--- src/rtl/alu_muldiv.sv ---
// Iterative RV32M/RV64M multiply/divide unit with a start/busy/done handshake.
// Define MULDIV_DIV_EN to build the divider; otherwise DIV/DIVU/REM/REMU complete as illegal.
module alu_muldiv #(
    parameter int unsigned XLEN   = 32,
    parameter int unsigned UNROLL = 1
) (
    input  logic            i_clk,
    input  logic            i_rst,
    input  logic            i_start,
    input  logic            i_kill,
    input  logic [2:0]      i_funct3,
    input  logic [XLEN-1:0] i_in_a,
    input  logic [XLEN-1:0] i_in_b,
    output logic            o_busy,
    output logic            o_done,
    output logic [XLEN-1:0] o_result,
    output logic            o_illegal
);

    localparam int unsigned N    = XLEN / UNROLL;
    localparam int unsigned CntW = (N > 1) ? $clog2(N) : 1;

    typedef enum logic [1:0] {StIdle, StPrep, StCalc, StDone} state_e;

    state_e            r_state;
    logic              r_busy;
    logic              r_done;
    logic [XLEN-1:0]   r_result;
    logic [2:0]        r_funct3;
    logic [XLEN-1:0]   r_a;
    logic [XLEN-1:0]   r_b;
    logic [XLEN-1:0]   r_hi;
    logic [XLEN-1:0]   r_lo;
    logic [XLEN-1:0]   r_op2;
    logic              r_neg;
    logic [CntW-1:0]   r_cnt;

    logic              w_a_signed;
    logic              w_b_signed;
    logic              w_a_sgn;
    logic              w_b_sgn;
    logic [XLEN-1:0]   w_a_abs;
    logic [XLEN-1:0]   w_b_abs;
    logic              w_neg;
    logic              w_special;
    logic [XLEN-1:0]   w_spec_res;
    logic [XLEN-1:0]   w_hi_n;
    logic [XLEN-1:0]   w_lo_n;
    logic [XLEN:0]     w_sum;
    logic [2*XLEN-1:0] w_prod;
    logic [2*XLEN-1:0] w_prod_fix;
    logic [XLEN-1:0]   w_final;

`ifdef MULDIV_DIV_EN
    localparam logic [XLEN-1:0] MinVal = {1'b1, {(XLEN-1){1'b0}}};

    logic [XLEN:0]     w_shl;
    logic [XLEN:0]     w_diff;
    logic              w_b_zero;
    logic              w_ovf;
    logic [XLEN-1:0]   w_qr;
    logic [XLEN-1:0]   w_qr_fix;
`else
    logic              r_illegal;
`endif

    // Signedness of each operand per funct3.
    always_comb begin
        w_a_signed = 1'b0;
        w_b_signed = 1'b0;
        case (r_funct3)
            3'b001, 3'b100, 3'b110: begin
                w_a_signed = 1'b1;
                w_b_signed = 1'b1;
            end
            3'b010:  w_a_signed = 1'b1;
            default: ;
        endcase
    end

    assign w_a_sgn = w_a_signed & r_a[XLEN-1];
    assign w_b_sgn = w_b_signed & r_b[XLEN-1];
    assign w_a_abs = w_a_sgn ? -r_a : r_a;
    assign w_b_abs = w_b_sgn ? -r_b : r_b;
    // Remainder takes the dividend's sign; everything else the xor of both.
    assign w_neg   = (r_funct3[2] & r_funct3[1]) ? w_a_sgn : (w_a_sgn ^ w_b_sgn);

`ifdef MULDIV_DIV_EN
    assign w_b_zero   = (r_b == '0);
    assign w_ovf      = ~r_funct3[0] & (r_a == MinVal) & (r_b == '1);
    assign w_special  = r_funct3[2] & (w_b_zero | w_ovf);
    assign w_spec_res = w_b_zero ? (r_funct3[1] ? r_a : '1)
                                 : (r_funct3[1] ? '0 : MinVal);
`else
    assign w_special  = r_funct3[2];
    assign w_spec_res = '0;
`endif

    // UNROLL iterations of shift-add (multiply) or restoring subtract (divide).
    // hi:lo holds partial product / remainder:quotient; r_op2 is multiplicand / divisor.
    always_comb begin
        w_hi_n = r_hi;
        w_lo_n = r_lo;
        w_sum  = '0;
`ifdef MULDIV_DIV_EN
        w_shl  = '0;
        w_diff = '0;
`endif
        for (int i = 0; i < int'(UNROLL); i++) begin
`ifdef MULDIV_DIV_EN
            if (r_funct3[2]) begin
                w_shl  = {w_hi_n, w_lo_n[XLEN-1]};
                w_diff = w_shl - {1'b0, r_op2};
                w_lo_n = {w_lo_n[XLEN-2:0], ~w_diff[XLEN]};
                w_hi_n = w_diff[XLEN] ? w_shl[XLEN-1:0] : w_diff[XLEN-1:0];
            end else
`endif
            begin
                w_sum  = {1'b0, w_hi_n} + {1'b0, {XLEN{w_lo_n[0]}} & r_op2};
                w_lo_n = {w_sum[0], w_lo_n[XLEN-1:1]};
                w_hi_n = w_sum[XLEN:1];
            end
        end
    end

    assign w_prod     = {w_hi_n, w_lo_n};
    assign w_prod_fix = r_neg ? -w_prod : w_prod;

`ifdef MULDIV_DIV_EN
    assign w_qr     = r_funct3[1] ? w_hi_n : w_lo_n;
    assign w_qr_fix = r_neg ? -w_qr : w_qr;
    assign w_final  = r_funct3[2] ? w_qr_fix :
                      (r_funct3[1:0] == 2'b00) ? w_prod_fix[XLEN-1:0]
                                               : w_prod_fix[2*XLEN-1:XLEN];
`else
    assign w_final  = (r_funct3[1:0] == 2'b00) ? w_prod_fix[XLEN-1:0]
                                               : w_prod_fix[2*XLEN-1:XLEN];
`endif

    always_ff @(posedge i_clk or posedge i_rst) begin
        if (i_rst) begin
            r_state  <= StIdle;
            r_busy   <= 1'b0;
            r_done   <= 1'b0;
            r_result <= '0;
            r_funct3 <= '0;
            r_a      <= '0;
            r_b      <= '0;
            r_hi     <= '0;
            r_lo     <= '0;
            r_op2    <= '0;
            r_neg    <= 1'b0;
            r_cnt    <= '0;
`ifndef MULDIV_DIV_EN
            r_illegal <= 1'b0;
`endif
        end else if (i_kill) begin
            r_state <= StIdle;
            r_busy  <= 1'b0;
            r_done  <= 1'b0;
`ifndef MULDIV_DIV_EN
            r_illegal <= 1'b0;
`endif
        end else begin
            case (r_state)
                StIdle: begin
                    r_done <= 1'b0;
                    if (i_start) begin
                        r_funct3 <= i_funct3;
                        r_a      <= i_in_a;
                        r_b      <= i_in_b;
                        r_busy   <= 1'b1;
                        r_state  <= StPrep;
                    end
                end
                StPrep: begin
                    r_hi  <= '0;
                    r_lo  <= w_a_abs;
                    r_op2 <= w_b_abs;
                    r_neg <= w_neg;
                    r_cnt <= CntW'(N - 1);
                    if (w_special) begin
                        r_result <= w_spec_res;
                        r_done   <= 1'b1;
`ifndef MULDIV_DIV_EN
                        r_illegal <= 1'b1;
`endif
                        r_state  <= StDone;
                    end else begin
                        r_state  <= StCalc;
                    end
                end
                StCalc: begin
                    r_hi <= w_hi_n;
                    r_lo <= w_lo_n;
                    if (r_cnt == '0) begin
                        r_result <= w_final;
                        r_done   <= 1'b1;
                        r_state  <= StDone;
                    end else begin
                        r_cnt <= r_cnt - 1'b1;
                    end
                end
                StDone: begin
                    r_done  <= 1'b0;
                    r_busy  <= 1'b0;
`ifndef MULDIV_DIV_EN
                    r_illegal <= 1'b0;
`endif
                    r_state <= StIdle;
                end
                default: r_state <= StIdle;
            endcase
        end
    end

    assign o_busy   = r_busy;
    assign o_done   = r_done;
    assign o_result = r_result;
`ifdef MULDIV_DIV_EN
    assign o_illegal = 1'b0;
`else
    assign o_illegal = r_illegal;
`endif

endmodule
--- config.mk ---
export PLATFORM = sky130hd
export DESIGN_NAME = alu_muldiv
export DESIGN_NICKNAME = d
export VERILOG_FILES = /design/src/rtl/alu_muldiv.sv
export SDC_FILE = /design/constraint.sdc
export NUM_CORES = 1
export LEC_CHECK = 0
export BUFFER_PORTS_ARGS = -buffer_cell sky130_fd_sc_hd__buf_2
export CORE_UTILIZATION = 56
export DETAILED_ROUTE_END_ITERATION = 7
export PLACE_DENSITY = 0.84
export SYNTH_ARGS = -nofsm -noshare
export SYNTH_HDL_FRONTEND = slang
export SYNTH_SLANG_ARGS = --single-unit
--- constraint.sdc ---
create_clock -name i_clk -period 15.95 [get_ports i_clk]
set_clock_uncertainty 0.1 [all_clocks]
set_input_delay 1.595 -clock i_clk [delete_from_list [all_inputs] [get_ports i_clk]]
set_output_delay 1.595 -clock i_clk [all_outputs]
set_load 0.005 [all_outputs]
# Word level (Yosys, flattened, before mapping)
# Cells that the tools add are included.
[classes]
addsub = 5
n_eq_ne = 13
mux = 28
bitwise_logic = 6
n_reduce_logical = 18
[ops]
columns = ["op", "n"]
rows = [
  ["$pmux 32 s2", 3],
  ["$mux 32", 5],
  ["$mux 64", 1],
  ["$neg 32->32", 2],
  ["$neg 64->64", 1],
  ["$add 32x32->33", 1],
  ["$and 32x32->32", 1],
  ["$reduce_and 2->1", 6],
  ["$mux 1", 10],
  ["$pmux 5 s2", 1],
  ["$ne 3x3->1 const B", 3],
  ["$pmux 2 s4", 1],
  ["$eq 3x3->1 const B", 2],
  ["$mux 2", 3],
  ["$ne 2x2->1 const B", 3],
  ["$reduce_and 3->1", 2],
  ["$reduce_bool 3->1", 2],
  ["$logic_not 5->1", 1],
  ["$mux 5", 1],
  ["$sub 5x1->5 const B", 1],
  ["$eq 2x2->1 const B", 2],
  ["$logic_not 2->1", 2],
  ["$pmux 1 s2", 2],
  ["$reduce_and 4->1", 1],
  ["other kinds (11)", 13],
]
[word_totals]
register_bits = 206
inputBits = 71
out_inout_bits = 35
wordCells = 83

# Logic depth before layout (Yosys ltp)
[logic_depth]
word_depth = 7
ltp_mapped = 15
depth_no_buf = 13

# Least setup slack after synthesis
# OpenSTA, ideal clock, no wires.
[synth_timing]
path_type = "reg2reg"
startpoint = "register r_lo[0]"
endpoint = "register r_result[29], in the netlist o_result[29]"
setup_time_ns = 0.122
arrival_time_ns = 4.725
t_required_ns = 15.728
slack_ns = 11.004
path_stages_with_launch = 15
path_buffers = 2
synth_period_minus_slack_ns = 4.946
cell_sequence = "dfrtp_1 > clkbuf_1 > and2_1 > ha_1 > fa_1 > a211oi_1 > nor2_1 > xor2_1 > or4_4 > or4_4 > or4b_1 > clkbuf_2 > or3_4 > or4_1 > a32o_1"
[synth_between]
elab_chain_cells = 7
[synth_rtl]
columns = ["item", "line", "source"]
rows = [
  ["from (decl)", "33", "logic [XLEN-1:0] r_lo;"],
  ["from (signal assigned)", "178", "r_lo <= w_a_abs;"],
  ["from (signal assigned)", "195", "r_lo <= w_lo_n;"],
  ["$and 32x32->32 (*)", "119", "w_sum = {1'b0, w_hi_n} + {1'b0, {XLEN{w_lo_n[0]}} & r_op2};"],
  ["$add 32x32->33 (*)", "119", ""],
  ["$neg 64->64", "127", "assign w_prod_fix = r_neg ? -w_prod : w_prod;"],
  ["$mux 64 (*)", "127", ""],
  ["$mux 32 (*)", "136", "assign w_final = (r_funct3[1:0] == 2'b00) ? w_prod_fix[XLEN-1:0]"],
  ["$mux 32 (*)", "196", "if (r_cnt == '0) begin"],
  ["$pmux 32 s2 (*)", "165", "case (r_state)"],
  ["to (signal assigned)", "183", "r_result <= w_spec_res;"],
  ["to (signal assigned)", "197", "r_result <= w_final;"],
  ["to (decl)", "28", "logic [XLEN-1:0] r_result;"],
]
# Mark *: on every way between the ends. The rest lies on a longest branch, timed or not. The select of a mux whose other input is x is not followed.
# A chain may end at the register's enable or synchronous reset.

# Worst setup path in the final report
# Same ends and word-level chain as after synthesis.

==> flow_metrics.env <==
export IMPL_outcome="completed"
export IMPL_clock_tree_from_tritoncts="done"
export IMPL_cts_inserted_buffers=24
export IMPL_ys_warnings_count=0
export IMPL_clk_transition_reported_paths_ns=0.06
export IMPL_area_delta_synth_final_pct=11.96
export IMPL_grt_max_degree=133
export IMPL_core_um2=22920
export IMPL_gp_congestion=0.9289
export IMPL_hold_path_class="flop to flop"
export IMPL_achievable_frequency_mhz=177.7
export IMPL_route_final_wire_length_um=34800
export IMPL_final_common_cell="dfrtp_1"
export IMPL_post_synth_instance_area_um2=13250
export IMPL_cells_on_worst_hold_path=2
export IMPL_postcts_setup_bufs=0
export IMPL_multi_input_area_um2=7681
export IMPL_p_switching_mw=1.255
export IMPL_crit_path_arrival_time_ns=5.95
export IMPL_start_util_pct=57.82
export IMPL_launch_point_of_the_worst_reg_to_reg_path="r_lo[0]$_DFFE_PP0P_"
export IMPL_final_period_minus_worst_setup_slack_ns=5.627
export IMPL_setup_slack_ns=10.32
export IMPL_timing_hold_worst_start="r_op2[17]$_DFFE_PP0P_"
export IMPL_r2r_cells=12
export IMPL_drt_initial_drc_count=959
export IMPL_largest_stage_delay_on_the_critical_path_ns=0.70
export IMPL_grt_antenna_before_repair=0
export IMPL_seq_power_share_pct=33.6
export IMPL_comb_power_share_pct=45.8
export IMPL_max_cap_violations=0
export IMPL_critical_path_startpoint_type="flop"
export IMPL_global_route_wire_length_before_repair_um=56330
export IMPL_io_pins=106
export IMPL_slowest_stage="dfrtp_1"
export IMPL_power_share_clock_pct=20.6
export IMPL_final_net_count=1683
export IMPL_chipHeight_um=155.8
export IMPL_vias=11680
export IMPL_period_share_pct=35.28
export IMPL_die_area_um2=24280
export IMPL_mostFrequentLayoutCells="dfrtp_1 (206), o21ai_0 (175), nand2_1 (165), a21oi_1 (127), buf_2 (105)"
export IMPL_max_vdd_ir_drop_uv=157.9
export IMPL_post_cts_hold_buffer_count=0
export IMPL_final_hold_violation_count=0
export IMPL_critical_path_top_cell_by_count="or4_4"
export IMPL_place_ws_ns=10.37
export IMPL_layout_drive_gt1_share_pct=15.65
export IMPL_via_per_inst=6.155
export IMPL_ys_flop_type="dfrtp_1"
export IMPL_drt_wirelength_per_cell_um=18.34
export IMPL_drc=0
export IMPL_post_layout_total_power_mw=2.915
export IMPL_asyncSetResetFlopFracSynth_pct=100.0
export IMPL_placedInstanceArea_um2=13960
export IMPL_critPathRequiredTime_ns=16.27
export IMPL_power_density_nw_per_um2=196.5
export IMPL_numClockSinks=206
export IMPL_antenna_viol_nets_final=0
export IMPL_power_switching_fraction_pct=43.04
export IMPL_worst_path_max_fanout=33
export IMPL_hold_end="r_op2[17]$_DFFE_PP0P_"
export IMPL_ctsLongestPathBuffers=3
export IMPL_crit_reg2reg_capture="o_result[29]$_DFFE_PP0P_"
export IMPL_layout_cell_area_non_filler_um2=14830
export IMPL_internal_cell_power_mw=1.660
export IMPL_global_route_usage_total_pct=29.06
export IMPL_timing_worst_setup_path_type="flop to flop"
export IMPL_count_of_instances_resized_after_the_clock_tree_is_built=0
export IMPL_rows=55
export IMPL_combined_flip_flop_and_latch_cell_area_um2=5155
export IMPL_clkLatencyLatePin_ns=0.54
export IMPL_post_synth_inst_count=1507
export IMPL_ys_ff_latch=206
export IMPL_finalSetupViolCount=0
export IMPL_measured_slew_at_the_worst_slew_check_pin_ns=1.060
export IMPL_worstSetupEndpointType="flop"
export IMPL_insertedDiodeCount=0
export IMPL_rsz_0062_raised_after_global_routing="false"
export IMPL_chain_of_cells_forming_the_critical_path="and2_1 > ha_1 > fa_1 > a211oi_1 > nor2_1 > xor2_1 > or4_4 > or4_4 > or4b_1 > or3_4 > or4_1 > a32o_1"
export IMPL_post_route_setup_tns_ns=0
export IMPL_cts_htree_levels=1
export IMPL_synthesized_net_count=1621
export IMPL_syn_area_per_cell_um2=8.792
export IMPL_synth_edff_count=0
export IMPL_die_w_um=155.8
export IMPL_yosys_cell_types_count=68
export IMPL_slew_headroom_pct=29.31
export IMPL_grt_overflow_total=0
export IMPL_filler_cell_count=1909
export IMPL_first_global_vias=10810
export IMPL_ff2ff_setup_slack_ns=10.32
export IMPL_firstDrtPassIters=7
export IMPL_timing_final_max_slew_violations=0
export IMPL_p_leak_nw=6.600
export IMPL_synth_seq_area_share_pct=38.91
export IMPL_clockRootBuffer="clkbuf_16"
export IMPL_io_buffers=105
export IMPL_hpwl_um=25200
power by group through the flow:
stage          clock network [mW]  logic [mW]  registers (mW)
2_1_floorplan                   0        1.04           0.890
3_3_place_gp                    0        1.27           0.968
3_5_place_dp                    0        1.31           0.978
4_1_cts                     0.608        1.33           0.972
5_1_grt                     0.631        1.49            1.01
6_report                    0.601        1.33           0.979
logic make-up after synthesis:
family	share of synthesized area, %
XOR/XNOR	8.131
buffers and inverters	3.211
AND/OR/NAND/NOR	18.28
adder cells (fa/ha/maj)	4.117
AO/OA/AOI/OAI	21.05
flip-flops	38.91
multiplexers	6.299
how the worst max path moves through the flow:
stage / from / endpoint / slack (ns) / depth (start not counted)
CTS: r_lo[0]$_DFFE_PP0P_ / o_result[29]$_DFFE_PP0P_ / 10.36 / 12
floorplan: i_rst / o_busy$_DFFE_PP0P_ / 8.63 / 1
global route: r_lo[0]$_DFFE_PP0P_ / o_result[27]$_DFFE_PP0P_ / 10.13 / 13
detailed placement: r_lo[0]$_DFFE_PP0P_ / o_result[29]$_DFFE_PP0P_ / 10.37 / 12
global placement: r_lo[0]$_DFFE_PP0P_ / o_result[29]$_DFFE_PP0P_ / 10.48 / 12
finish: r_lo[0]$_DFFE_PP0P_ / o_result[29]$_DFFE_PP0P_ / 10.32 / 12
cell type report:
| type | instances | share of cell area (%) |
|---|---|---|
| multi-input cells | 1188 | 51.78 |
| flip-flops and latches | 206 | 34.75 |
| clock buffers | 28 | 4.420 |
| repair buffers | 115 | 4.049 |
| well taps | 313 | 2.640 |
| clock inverters | 14 | 1.442 |
| inverters | 34 | 0.9110 |
metrics by stage:
stage               cells  utilization, %  hold slack [ns]
floorplan            1507               -           0.3409
global placement     1856           60.93           0.3535
detailed placement   1856           60.93           0.3629
CTS                  1898           64.73           0.3763
global route         1898           64.73           0.3911
finish               1898           64.73           0.3699
critical path, delay by kind of cell (launching register included):
| kind | cells | cell delay, ns |
|---|---|---|
| xor+xnor | 1 | 0.21 |
| simple gates | 7 | 3.25 |
| fa+ha+maj | 2 | 0.63 |
| compound gates | 2 | 0.62 |
| flops | 1 | 0.70 |
per-layer routing:
layer	track usage, %	up-vias	wire [um]
li1	-	5579	-
met1	42.27	5589	15390
met2	45.05	447	15760
met3	4.056	67	2855
met4	8.543	0	794
met5	0	-	0
synth_stat cells (20+ instances only):
| library cell | number | share of area (%) |
|---|---|---|
| a22o_1 | 28 | 1.9 |
| xnor2_1 | 58 | 3.8 |
| nand2_1 | 165 | 4.7 |
| and2_1 | 46 | 2.2 |
| xor2_1 | 65 | 4.3 |
| clkbuf_1 | 68 | 1.9 |
| or4_1 | 20 | 1.1 |
| ha_1 | 42 | 4.0 |
| inv_1 | 32 | 0.91 |
| dfrtp_1 | 206 | 39 |
| nor3_1 | 34 | 1.3 |
| o31ai_1 | 30 | 1.7 |
| a21oi_1 | 127 | 4.8 |
| nor2_1 | 106 | 3.0 |
| o21ai_0 | 175 | 6.6 |
| mux2_2 | 67 | 5.7 |
sequential cells by signal (all words and copies together) (netlist names):
register and flops:
r_op2 32, r_a 32, o_illegal 1, r_neg 1, o_done 1, r_state 2
r_funct3 3, r_b 32, r_lo 32, o_result 32, r_cnt 5, r_hi 32
o_busy 1
Note: power is estimated with default switching activity, not from simulation.
